File: src/rtl/calc_result_serializer.sv
// Captures a signed calculator answer plus remainder, converts it to sign-magnitude,
// and shifts it out MSB-first as a 12-bit framed word on one pin.
//
// state | meaning
// IDLE  | waiting for start; outputs low except a one-cycle done after a frame
// SEND  | frame in progress; bit_idx selects the frame bit, hold paces each bit
module calc_result_serializer #(
    parameter int BIT_CYCLES = 1
) (
    input  logic       clk,
    input  logic       reset,
    input  logic       start,
    input  logic [4:0] answer,
    input  logic [2:0] remainder,
    input  logic       is_div,
    output logic       ser_out,
    output logic       ser_valid,
    output logic       busy,
    output logic       done
);

    localparam int HW = (BIT_CYCLES > 1) ? $clog2(BIT_CYCLES) : 1;
    localparam logic [HW-1:0] HOLD_LAST = HW'(BIT_CYCLES - 1);

    typedef enum logic {IDLE, SEND} state_t;

    state_t          state;
    logic [10:0]     shift_q;
    logic [3:0]      bit_idx;
    logic [HW-1:0]   hold;

    logic            sign_in;
    logic [4:0]      mag_in;
    logic [2:0]      rem_in;
    logic            par_in;

    always_comb begin
        sign_in = answer[4];
        mag_in  = sign_in ? (~answer + 5'd1) : answer;
        rem_in  = is_div ? remainder : 3'b000;
        par_in  = ^{sign_in, mag_in, rem_in};
    end

    // shift_q holds the frame after the start bit, which is driven directly at capture
    always_ff @(posedge clk) begin
        if (reset) begin
            state     <= IDLE;
            shift_q   <= '0;
            bit_idx   <= '0;
            hold      <= '0;
            ser_out   <= 1'b0;
            ser_valid <= 1'b0;
            busy      <= 1'b0;
            done      <= 1'b0;
        end else begin
            case (state)
                IDLE: begin
                    done      <= 1'b0;
                    ser_out   <= 1'b0;
                    ser_valid <= 1'b0;
                    busy      <= 1'b0;
                    if (start) begin
                        state     <= SEND;
                        shift_q   <= {sign_in, mag_in, rem_in, par_in, 1'b0};
                        bit_idx   <= '0;
                        hold      <= '0;
                        ser_out   <= 1'b1;
                        ser_valid <= 1'b1;
                        busy      <= 1'b1;
                    end
                end
                SEND: begin
                    if (hold == HOLD_LAST) begin
                        hold <= '0;
                        if (bit_idx == 4'd11) begin
                            state     <= IDLE;
                            ser_out   <= 1'b0;
                            ser_valid <= 1'b0;
                            busy      <= 1'b0;
                            done      <= 1'b1;
                        end else begin
                            bit_idx <= bit_idx + 4'd1;
                            ser_out <= shift_q[10];
                            shift_q <= {shift_q[9:0], 1'b0};
                        end
                    end else begin
                        hold <= hold + HW'(1);
                    end
                end
                default: state <= IDLE;
            endcase
        end
    end

endmodule

File: config.mk
export PLATFORM = sky130hd
export DESIGN_NAME = calc_result_serializer
export DESIGN_NICKNAME = d
export VERILOG_FILES = /design/src/rtl/calc_result_serializer.sv
export SDC_FILE = /design/constraint.sdc
export NUM_CORES = 1
export LEC_CHECK = 0
export ABC_CLOCK_PERIOD_IN_PS = 1800
export CELL_PAD_IN_SITES_DETAIL_PLACEMENT = 1
export CELL_PAD_IN_SITES_GLOBAL_PLACEMENT = 1
export CORE_MARGIN = 1.5
export CORE_UTILIZATION = 38
export DETAILED_ROUTE_END_ITERATION = 12
export HOLD_SLACK_MARGIN = 0.03
export PLACE_DENSITY_LB_ADDON = 0.12
export SYNTH_ARGS = -nofsm -noshare
export SYNTH_HDL_FRONTEND = slang
export SYNTH_SLANG_ARGS = --single-unit
File: constraint.sdc
create_clock -name clk -period 1.8 [get_ports clk]
set_input_delay 0.36 -clock clk [delete_from_list [all_inputs] [get_ports clk]]
set_output_delay 0.36 -clock clk [all_outputs]
set_load 0.03 [all_outputs]
# Word level (Yosys, flattened, before mapping)
# Cells that the tools add are included.
[classes]
addsub = 3
n_eq_ne = 5
reduce_logical = 3
n_mux = 26
bitwise_logic = 2
[ops]
columns = ["operator", "count"]
rows = [
  ["$mux W11", 3],
  ["$pmux W11 S2", 1],
  ["$mux W4", 3],
  ["$mux W1", 11],
  ["$pmux W1 S2", 5],
  ["$reduce_xor A9 Y1", 1],
  ["$pmux W4 S2", 1],
  ["$ne A2 B2 Y1 const B", 3],
  ["$add A5 B1 Y5 const B", 1],
  ["$mux W5", 1],
  ["$not A5 Y5", 1],
  ["$add A4 B1 Y4 const B", 1],
  ["$eq A4 B4 Y1 const B", 1],
  ["$mux W3", 1],
  ["$reduce_and A3 Y1", 1],
  ["$ne A2 B1 Y1 const B", 1],
  ["$reduce_and A2 Y1", 1],
  ["$add A1 B1 Y1 const B", 1],
  ["$not A1 Y1", 1],
]
[word_totals]
in_bits = 12
output_inout_bits = 4
reg_bits = 20

# Longest topological paths before layout
[depth]
ltp_word = 6
mapped_depth = 7

# Worst setup path after synthesis
# No wires, ideal clock.
[synth_timing]
kind = "in2reg"
from = "input answer[0]"
to = "register shift_q[1]"
slack_ps = 154
cell_stages = 7
required_ps = 1683
t_arrival_ps = 1529
path_cell_list = "inv_1 ha_1 nor2b_1 nor3_1 a221oi_1 xor3_1 a22o_1"
[synth_via]
elab_chain_cells = 6
[synth_lines]
columns = ["item", "line", "rtl"]
rows = [
  ["from (decl)", "13", "input logic [4:0] answer,"],
  ["$not A5 Y5", "39", "mag_in = sign_in ? (~answer + 5'd1) : answer;"],
  ["$add A5 B1 Y5", "39", ""],
  ["$mux W5 *", "39", ""],
  ["$reduce_xor A9 Y1 *", "41", "par_in = ^{sign_in, mag_in, rem_in};"],
  ["$mux W11 *", "62", "if (start) begin"],
  ["$pmux W11 S2 *", "56", "case (state)"],
  ["to (signal assigned)", "64", "shift_q <= {sign_in, mag_in, rem_in, par_in, 1'b0};"],
  ["to (signal assigned)", "84", "shift_q <= {shift_q[9:0], 1'b0};"],
  ["to (decl)", "28", "logic [10:0] shift_q;"],
]
# Every way passes the cells marked *; elsewhere a longest branch is shown, timed or not. The select of a mux whose other input is x is not followed.
# A chain may end at the register's enable or synchronous reset.

# Final worst setup path
[layout_timing]
from = "input answer[3]"
to = "register shift_q[1]"
# The elaborated chain is that of the path after synthesis.

==> run metrics <==
status=finished clean; sequential power share=48.0%; initial antenna violation count=0; Core Region=2250 sq um; clk sinks=18; per-cell routed wire length=14.3 um; switching pwr=around 0.25 mW; ANT nets after route=0; Synth Register Bits=18; Ports=16; worst hold start=shift_q[10]; Post-CTS Setup Bufs=0; Crit. End Element=register; Synth Net Count=117; largest net degree at the start of global routing=19; Final Hold Viols=0; Adder-Cell Fraction of Synth Area=2.68%; Setup crit start kind=input pin; CTS tree=done; routed vias/inst=about 5.2; complex-gate fraction of the synthesized area=20.4%; EDFF count, synth=0; clock slew at reported path FFs=100 ps; leakage power=0.512 nW; main combinational cell family by area after synthesis=compound AO/OA/AOI/OAI gates; synthesized area=around 930 sq um; final RePlAce weighted congestion=between 0.7 and 0.8; count of maximum capacitance violations=0; Overflow after GRT=0; fin crit period=1770 ps; total power=0.918 mW; Tightest Pin Transition=300 ps; Synth async-reset ratio=0%; Fmax=around 570 MHz; Setup Skew=approximately 1.6 ps; Setup Viol. Count Final=0; share of cells above drive strength 1=23.1%; power share of the clock group=between 20% and 30%; first-pass GRT wire length=4.02 mm; vias in the first global route=895; kind of critical path=in -> reg; reg2reg start=bit_idx[0]; RSZ-0062 raised after global routing=no; Die Width=52.5 um; worst vdd ir=553 uV; xor/xnor share of the synthesized area=8.19%; Post-Layout Cell Count=158; final wirelength=between 2 and 2.5 mm; Unique masters post-synth=33; Slew headroom=about four fifths; NumNets Final=145; critical path launch point=answer[3]; post-synthesis mux area share=4.43%; fin crit share=98.1%; die area=between 2000 and 3000 sq um; num rows=17; Clock Tree Buf Depth=2; starting density of the core=41.3%; Area Overhead vs Synth=35.0%; DIE HEIGHT=roughly 53 um; Detailed Place HPWL=1.73 mm; Layout fillers=283; PortBufs=15; Req. time, crit path=~2000 ps; initial drt markers=13; WP data arrival=1960 ps; Clock Latency Late Sink=300 ps; diodes inserted=0; gr usage total=20.1%; pwr dens=730 nW/um^2; DRC Markers=0; area share of and/or/nand/nor cells after synthesis=19.6%; Inst Count DP=154; DRT Pass-1 Iters=4; Comb power frac=24.9%; cts hold-fix bufs=0; Ys Warns=0; Slew Viols, Final=0; top_reg_cell synth=dfxtp_1; via count=826; hold slack=around 470 ps; sequential share of the synthesized area=38.7%; sw frac=27.4%; Gate Count Post-Synth=just over 100; TritonCTS buffer count=3; root buffer cell=clkbuf_4; worst min-delay path category=reg -> reg; Mapped Avg Cell Area=9.05 sq um; CTS H-Tree Depth=1; Internal=0.667 mW; peak fanout along the critical path=2
==> through the flow <==
| step | instance area, sq um | utilization, % | setup TNS (ps) | setup slack (ps) |
|---|---|---|---|---|
| finish | 1260 | 55.8 | 0 | 34.9 |
| global route | 1260 | 55.8 | 0 | 23.2 |
| CTS | 1240 | 55.0 | 0 | 13.0 |
| detailed placement | 1180 | 52.4 | -749 | -504 |
| global placement | 1180 | 52.4 | -590 | -417 |
| floorplan | 932 | - | 0 | 154 |
==> layer usage <==
layer  GRT usage [%]  wire length, um  vias to the layer above
met5               0                0                        -
met4            5.13               19                        0
met3            6.00               81                        4
met2            32.9             1070                       17
met1            25.7             1100                      386
li1                -                -                      419
==> critical path, cell delays in order <==
cell and delay (ps):
clkdlybuf4s50_1 520, xor2_2 190, o21ai_1 70, a21oi_1 180
xor3_1 440, a22o_1 200
==> cell usage after synthesis, types with 2 or more instances <==
| cell type | number | area share (%) |
|---|---|---|
| dfxtp_1 | 18 | 39 |
| nand2_1 | 8 | 3.2 |
| nor2_1 | 7 | 2.8 |
| a21oi_1 | 6 | 3.2 |
| o21ai_0 | 6 | 3.2 |
| a22o_1 | 5 | 4.7 |
| inv_1 | 4 | 1.6 |
| nand3_1 | 4 | 2.1 |
| nor2b_1 | 4 | 2.7 |
| o2bb2ai_1 | 4 | 3.8 |
| xnor2_1 | 4 | 3.8 |
| a22oi_1 | 3 | 2.4 |
| clkbuf_1 | 3 | 1.2 |
| mux2i_1 | 3 | 3.2 |
| nor3b_1 | 3 | 2.4 |
| buf_6 | 2 | 2.4 |
| ha_1 | 2 | 2.7 |
| xor2_1 | 2 | 1.9 |
==> path summary, 6_finish.rpt <==
kind / endpoint / slack, ps / depth (start not counted)
max: shift_q[1] / 30 / 6
min: ser_out / 470 / 2
max reg2reg: shift_q[8] / 230 / 7
min reg2reg: ser_out / 470 / 2
==> cells by family (layout without fill, tap and decap cells) <==
logic type,Yosys count,after routing
buffers and inverters,10,37
adder cells (fa/ha/maj),2,2
AND/OR/NAND/NOR,34,34
multiplexers,4,4
flip-flops,18,18
AO/OA/AOI/OAI,28,28
XOR/XNOR,7,7
==> cell type report <==
cell class / instances / area, sq um / area share (%)
well taps: 28 / 35.0 / 2.78
flip-flops and latches: 18 / 360 / 28.6
multi-input cells: 75 / 558 / 44.3
inverters: 4 / 15.0 / 1.19
clock buffers: 4 / 36.3 / 2.88
repair buffers: 29 / 254 / 20.2
==> flip-flops by register name, summed over array words and instances, names as in the netlist <==
name and cells:
done 1, ser_out 1, shift_q 10, bit_idx 4
busy 1, state 1
==> layout by cell type (no fill, tap or decap), types with 4 or more instances in the layout <==
| cell | netlist | layout |
|---|---|---|
| a21oi_1 | 6 | 5 |
| xnor2_1 | 4 | 4 |
| nand2_1 | 8 | 8 |
| o21ai_0 | 6 | 6 |
| buf_4 | 1 | 14 |
| dfxtp_1 | 18 | 18 |
| clkdlybuf4s50_1 | 0 | 11 |
| nand3_1 | 4 | 4 |
| nor2_1 | 7 | 7 |
| o2bb2ai_1 | 4 | 4 |
| a22o_1 | 5 | 5 |
==> what timing repair did <==
action	in CTS	in global routing
endpoints found under the setup margin	1	1
resized for setup	9	4
pin swaps	1	1
==> power by group through the flow <==
stage                     logic [mW]  registers, mW  clock network [mW]
after CTS                      0.225          0.441               0.260
after detailed placement       0.216          0.450                   0
after global routing           0.249          0.445               0.286
after global placement         0.208          0.449                   0
after floorplan                0.124          0.453                   0
final                          0.228          0.441               0.249
No activity file was read; power rests on OpenSTA's default activity.
